$ cat src/rtl/stream_demux2_if.sv
// stream_demux2_if: input stream, two output streams and per-output beat counters
interface stream_demux2_if #(parameter int WIDTH = 32, parameter int CNT_W = 16);
  logic [WIDTH-1:0] in_data;
  logic             in_sel;
  logic             in_valid;
  logic             in_ready;
  logic [WIDTH-1:0] out0_data;
  logic [WIDTH-1:0] out1_data;
  logic             out0_valid;
  logic             out1_valid;
  logic             out0_ready;
  logic             out1_ready;
  logic [CNT_W-1:0] out0_cnt;
  logic [CNT_W-1:0] out1_cnt;
  modport master (
    output in_data, in_sel, in_valid, out0_ready, out1_ready,
    input  in_ready, out0_data, out1_data, out0_valid, out1_valid, out0_cnt, out1_cnt
  );
  modport slave (
    input  in_data, in_sel, in_valid, out0_ready, out1_ready,
    output in_ready, out0_data, out1_data, out0_valid, out1_valid, out0_cnt, out1_cnt
  );
endinterface

$ cat src/rtl/stream_demux2.sv
// stream_demux2: routes one valid/ready stream to one of two registered outputs per beat.
// Define STREAM_DEMUX2_SKID_EN to add a 1-entry skid register per output (no comb ready path).
module stream_demux2 #(
  parameter int WIDTH = 32,
  parameter int CNT_W = 16
) (
  input logic clk,
  input logic reset,
  stream_demux2_if.slave io_bus
);
  logic             w_rdy   [2];
  logic             w_space [2];
  logic             w_valid [2];
  logic [WIDTH-1:0] w_data  [2];
  logic [CNT_W-1:0] w_cnt   [2];
  logic             w_acc;
  assign w_rdy[0] = io_bus.out0_ready;
  assign w_rdy[1] = io_bus.out1_ready;
  assign io_bus.in_ready   = !reset && w_space[io_bus.in_sel];
  assign w_acc             = io_bus.in_valid && io_bus.in_ready;
  assign io_bus.out0_data  = w_data[0];
  assign io_bus.out1_data  = w_data[1];
  assign io_bus.out0_valid = w_valid[0];
  assign io_bus.out1_valid = w_valid[1];
  assign io_bus.out0_cnt   = w_cnt[0];
  assign io_bus.out1_cnt   = w_cnt[1];
  for (genvar k = 0; k < 2; k++) begin : g_out
    logic [WIDTH-1:0] r_data;
    logic             r_valid;
    logic [CNT_W-1:0] r_cnt;
    logic             w_load;
    logic             w_drain;
    assign w_load  = w_acc && (io_bus.in_sel == 1'(k));
    assign w_drain = r_valid && w_rdy[k];
`ifdef STREAM_DEMUX2_SKID_EN
    logic [WIDTH-1:0] r_skid;
    logic             r_skid_valid;
    assign w_space[k] = !r_skid_valid;
    // a load can't coincide with a full skid because in_ready is low then
    always_ff @(posedge clk or posedge reset) begin
      if (reset) begin
        r_data       <= '0;
        r_valid      <= 1'b0;
        r_skid       <= '0;
        r_skid_valid <= 1'b0;
      end else if (w_drain) begin
        r_data       <= r_skid_valid ? r_skid : (w_load ? io_bus.in_data : r_data);
        r_valid      <= r_skid_valid || w_load;
        r_skid_valid <= 1'b0;
      end else if (w_load && r_valid) begin
        r_skid       <= io_bus.in_data;
        r_skid_valid <= 1'b1;
      end else if (w_load) begin
        r_data  <= io_bus.in_data;
        r_valid <= 1'b1;
      end
    end
`else
    assign w_space[k] = !r_valid || w_rdy[k];
    always_ff @(posedge clk or posedge reset) begin
      if (reset) begin
        r_data  <= '0;
        r_valid <= 1'b0;
      end else if (w_load) begin
        r_data  <= io_bus.in_data;
        r_valid <= 1'b1;
      end else if (w_drain) begin
        r_valid <= 1'b0;
      end
    end
`endif
    always_ff @(posedge clk or posedge reset) begin
      if (reset) r_cnt <= '0;
      else if (w_drain) r_cnt <= r_cnt + 1'b1;
    end
    assign w_data[k]  = r_data;
    assign w_valid[k] = r_valid;
    assign w_cnt[k]   = r_cnt;
  end
endmodule

$ cat src/flat_wrapper.sv
// flat-port wrapper written by rule: the top's interface ports become plain ports
module stream_demux2_flat 
#(
  parameter int WIDTH = 32,
  parameter int CNT_W = 16
)
  (clk, reset, io_bus_in_data, io_bus_in_sel, io_bus_in_valid, io_bus_out0_ready, io_bus_out1_ready, io_bus_in_ready, io_bus_out0_data, io_bus_out1_data, io_bus_out0_valid, io_bus_out1_valid, io_bus_out0_cnt, io_bus_out1_cnt);
  stream_demux2_if #(.WIDTH(WIDTH), .CNT_W(CNT_W)) io_bus_i ();
  input logic clk;
  input logic reset;
  input wire logic [$bits(io_bus_i.in_data)-1:0] io_bus_in_data;
  input wire logic [$bits(io_bus_i.in_sel)-1:0] io_bus_in_sel;
  input wire logic [$bits(io_bus_i.in_valid)-1:0] io_bus_in_valid;
  input wire logic [$bits(io_bus_i.out0_ready)-1:0] io_bus_out0_ready;
  input wire logic [$bits(io_bus_i.out1_ready)-1:0] io_bus_out1_ready;
  output wire logic [$bits(io_bus_i.in_ready)-1:0] io_bus_in_ready;
  output wire logic [$bits(io_bus_i.out0_data)-1:0] io_bus_out0_data;
  output wire logic [$bits(io_bus_i.out1_data)-1:0] io_bus_out1_data;
  output wire logic [$bits(io_bus_i.out0_valid)-1:0] io_bus_out0_valid;
  output wire logic [$bits(io_bus_i.out1_valid)-1:0] io_bus_out1_valid;
  output wire logic [$bits(io_bus_i.out0_cnt)-1:0] io_bus_out0_cnt;
  output wire logic [$bits(io_bus_i.out1_cnt)-1:0] io_bus_out1_cnt;
  assign io_bus_i.in_data = io_bus_in_data;
  assign io_bus_i.in_sel = io_bus_in_sel;
  assign io_bus_i.in_valid = io_bus_in_valid;
  assign io_bus_i.out0_ready = io_bus_out0_ready;
  assign io_bus_i.out1_ready = io_bus_out1_ready;
  assign io_bus_in_ready = io_bus_i.in_ready;
  assign io_bus_out0_data = io_bus_i.out0_data;
  assign io_bus_out1_data = io_bus_i.out1_data;
  assign io_bus_out0_valid = io_bus_i.out0_valid;
  assign io_bus_out1_valid = io_bus_i.out1_valid;
  assign io_bus_out0_cnt = io_bus_i.out0_cnt;
  assign io_bus_out1_cnt = io_bus_i.out1_cnt;
  stream_demux2 #(.WIDTH(WIDTH), .CNT_W(CNT_W)) u_core (.clk(clk), .reset(reset), .io_bus(io_bus_i));
endmodule
$ cat config.mk
export PLATFORM = sky130hd
export DESIGN_NAME = stream_demux2_flat
export DESIGN_NICKNAME = d
export VERILOG_FILES = /design/src/rtl/stream_demux2_if.sv /design/src/rtl/stream_demux2.sv /design/src/flat_wrapper.sv
export SDC_FILE = /design/constraint.sdc
export NUM_CORES = 1
export LEC_CHECK = 0
export ABC_AREA = 1
export BUFFER_PORTS_ARGS = -buffer_cell sky130_fd_sc_hd__buf_4
export CAP_MARGIN = 25
export CORE_MARGIN = 10
export CORE_UTILIZATION = 46
export DETAILED_ROUTE_END_ITERATION = 7
export HOLD_SLACK_MARGIN = 0.08
export PLACE_DENSITY = 0.77
export SKIP_LAST_GASP = 1
export SLEW_MARGIN = 20
export SYNTH_ARGS = -nofsm -noshare
export SYNTH_HDL_FRONTEND = slang
export SYNTH_SLANG_ARGS = --single-unit
$ cat constraint.sdc
create_clock -name clk -period 3.2 [get_ports clk]
set_input_delay 0.32 -clock clk [delete_from_list [all_inputs] [get_ports clk]]
set_output_delay 0.32 -clock clk [all_outputs]
set_load 0.005 [all_outputs]
==> load_flow_metrics.sql <==
INSERT INTO impl_metrics (metric_group, metric, value, unit) VALUES
('status', 'run_status', 'completed', ''),
('pwr', 'p_leak', '3.08', 'nW'),
('cts', 'cts.path.max_buffers', '2', ''),
('pwr', 'p_per_area', '562', 'nW/µm²'),
('floorplanning', 'start_util', '0.477', ''),
('synthesis', 'yosysSeqAreaShare', '0.584', ''),
('timing', 'setup_ws', '0.577', 'ns'),
('route', 'drc', '0', ''),
('cts', 'tritoncts', 'yes', ''),
('cts', 'post_cts_resize_count', '0', ''),
('cts', 'postCtsHoldBufs', '1', ''),
('floorplanning', 'die_area', '13300', 'µm²'),
('grt', 'grt_overflow', '0', ''),
('cts', 'cts.root.buffer_cell', 'clkbuf_8', ''),
('route', 'finalWirelength', '11400', 'µm'),
('cells_and_area', 'finalInstanceArea', '5520', 'µm²'),
('critical_path', 'crit_path_end_kind', 'output pin', ''),
('synthesis', 'synthesis.nets', '507', ''),
('critical_path', 'critPathSlowestCell', 'dlygate4sd3_1', ''),
('critical_path', 'required', '2.88', 'ns'),
('floorplanning', 'number_of_top_level_design_ports', '137', ''),
('critical_path', 'category_of_the_worst_setup_path_launch_point', 'primary input', ''),
('synthesis', 'synthesized_instance_count', '467', ''),
('route', 'drt.antenna.violating_nets', '0', ''),
('placement', 'gp_congestion', '0.833', ''),
('cells_and_area', 'multiInputGateArea', '1430', 'µm²'),
('cts', 'postCtsSetupRepairBufs', '0', ''),
('cts', 'cts-buffers-inserted', '9', ''),
('grt', 'grt_pass1_vias', '3762', ''),
('flow_run', 'maxCapViolations', '0', ''),
('critical_path', 'crit-reg2reg-launch', 'u_core.io_bus.out1_valid$_DFFE_PP0P_', ''),
('cells_and_area', 'final_net_count', '640', ''),
('synthesis', 'synthMuxAreaShare', '0.00268', ''),
('route', 'viasPerCell', '5.05', ''),
('floorplanning', 'width_of_the_die', '116', 'µm'),
('synthesis', 'synthXorXnorAreaFrac', '0.0438', ''),
('floorplanning', 'chipHeight', '116', 'µm'),
('floorplanning', 'core.rowCount', '34', ''),
('worst_hold_path', 'holdPathStages', '2', ''),
('synthesis', 'synth_largest_type_area_fraction', '0.584', ''),
('route', 'route.detailed.wl_per_inst', '16.0', 'µm'),
('synthesis', 'yosys.area_share.adder', '0.00596', ''),
('cts', 'h-tree-depth', '3', ''),
('critical_path', 'arrival_time_worst_endpoint', '2.30', 'ns'),
('critical_path', 'crit_path_max_incr_delay', '0.54', 'ns'),
('placement', 'post-place-ws', '0.840', 'ns'),
('timing', 'maxClockFrequency', '381', 'MHz'),
('grt', 'grt_pass1_wl', '18400', 'µm'),
('critical_path', 'cell_family_contributing_the_most_delay_on_the_critical_path', 'buffers and inverters', ''),
('timing', 'totalNegativeSetupSlack', '0', 'ns'),
('synthesis', 'synth_simple_gate_area_share', '0.245', ''),
('floorplanning', 'core_area', '8810', 'µm²'),
('synthesis', 'post_synth_main_area_contributors', 'dfrtp_1 (58%), nand2_1 (13%), nand4_1 (6.0%)', ''),
('critical_path', 'critPathMostFrequentCell', 'buf_4', ''),
('timing', 'slew-limit-headroom', '0.515', ''),
('placement', 'placed_area', '5310', 'µm²'),
('synthesis', 'area_fraction_in_compound_gates_after_synthesis', '0.0435', ''),
('grt', 'antenna_found_initial', '0', ''),
('critical_path', 'cp_num_buf_inv', '5', ''),
('cells_and_area', 'areaGrowthSynthToFinish', '31.4', '%'),
('cts', 'number_of_clock_sinks_seen_by_cts', '98', ''),
('grt', 'grt_usage', '0.170', ''),
('route', 'route.vias.total', '3598', ''),
('timing', 'final_hold_viol_count', '0', ''),
('critical_path', 'worstRegToRegCells', '6', ''),
('cells_and_area', 'n_fill_cell', '754', ''),
('placement', 'placement.io_buffers', '136', ''),
('synthesis', 'dominant_combinational_cell_family_by_area_after_synthesis', 'simple AND/OR/NAND/NOR gates', ''),
('cells_and_area', 'drive_above_1_share', '0.278', ''),
('critical_path', 'crit_path_max_fanout', '23', ''),
('critical_path', 'internal_reg_to_reg_setup_slack', '1.23', 'ns');
-- stage by stage --
stage	total power, W	hold slack, ns	util	cells
CTS	0.00314	0.178	0.627	713
global route	0.00329	0.188	0.627	713
finish	0.00310	0.187	0.627	713
floorplan	0.00185	0.416	-	467
detailed placement	0.00232	0.389	0.603	696
global placement	0.00229	0.376	0.603	696
-- flip-flops by register name, summed over array words and instances, names as in the netlist --
register and flops:
u_core.io_bus.out0_cnt 16, u_core.io_bus.out0_data 32, u_core.io_bus.out0_valid 1, u_core.io_bus.out1_cnt 16, u_core.io_bus.out1_data 32, u_core.io_bus.out1_valid 1
-- worst max-delay path by stage --
stage / end / cells after the start / startpoint / slack [ns]
finish: io_bus_in_ready / 7 / reset / 0.58
global route: io_bus_in_ready / 7 / reset / 0.38
CTS: io_bus_in_ready / 7 / reset / 0.56
detailed placement: u_core.io_bus.out1_data[12]$_DFFE_PP0P_ / 6 / reset / 0.84
global placement: u_core.io_bus.out1_data[1]$_DFFE_PP0P_ / 5 / reset / 0.92
floorplan: u_core.io_bus.out1_data[10]$_DFFE_PP0P_ / 5 / reset / 0.43
-- placed cells by master (no fill, tap or decap) --
master         instances
nand3b_1               1
dlygate4sd3_1          1
nor3_2                 3
mux2_2                 1
nand4_1               40
nand3_1               15
dfrtp_1               98
o21ai_1                2
nand2_1              144
nand2_2                1
nor3_1                 5
bufinv_16              1
clkinv_4               1
clkinv_2               2
xor2_1                 9
nor2_4                 1
nor2_1                16
buf_4                141
inv_6                  1
nand3_2                1
o21bai_1               1
o21ai_0               33
inv_2                  1
clkinvlp_4             2
clkbuf_8              10
xnor2_1               12
ha_1                   2
inv_1                 58
nor2_2                 2
-- power by group --
part	leakage, nW	total (W)	switching (W)	internal, W
combinational	1.73	0.000684	0.000308	0.000375
clock	0.103	0.000815	0.000430	0.000385
sequential	1.24	0.00160	0.000165	0.00144
-- area by class of cell --
type,instances,area share
sequential,98,0.444
inverter,60,0.0415
clock inverter,6,0.0118
multi-input combinational,289,0.259
clock buffer,10,0.0249
timing repair buffer,142,0.194
tap,108,0.0245
-- metal layers --
layer  up-vias  routed length [µm]  share of wire  GRT usage
met3         9                 992          0.087     0.0667
li1       1755                   -              -          -
met1      1724                4860           0.43      0.201
met2       110                5430           0.48      0.283
met4         0                 112         0.0098     0.0439
met5         -                   0              0          0
-- Yosys cell counts, drive strengths merged --
master	instances
inv	60
dfrtp	98
xnor2	12
xor2	9
nor2	19
mux2	1
nor3	8
o21bai	1
nand4	40
nand2	145
nand3	16
clkbuf	9
nand3b	1
ha	2
o21ai	35
buf	11
-- cell families (layout without fill, tap and decap cells) --
| family | count (synthesis) | in the layout |
|---|---|---|
| muxes | 1 | 1 |
| AOI/OAI and AO/OA | 36 | 36 |
| and+or+nand+nor | 229 | 229 |
| adders and majority gates | 2 | 2 |
| xor gates and xnor gates | 21 | 21 |
| DFF | 98 | 98 |
| buffers and inverters | 80 | 218 |
Power figures use the tool's default switching activity.
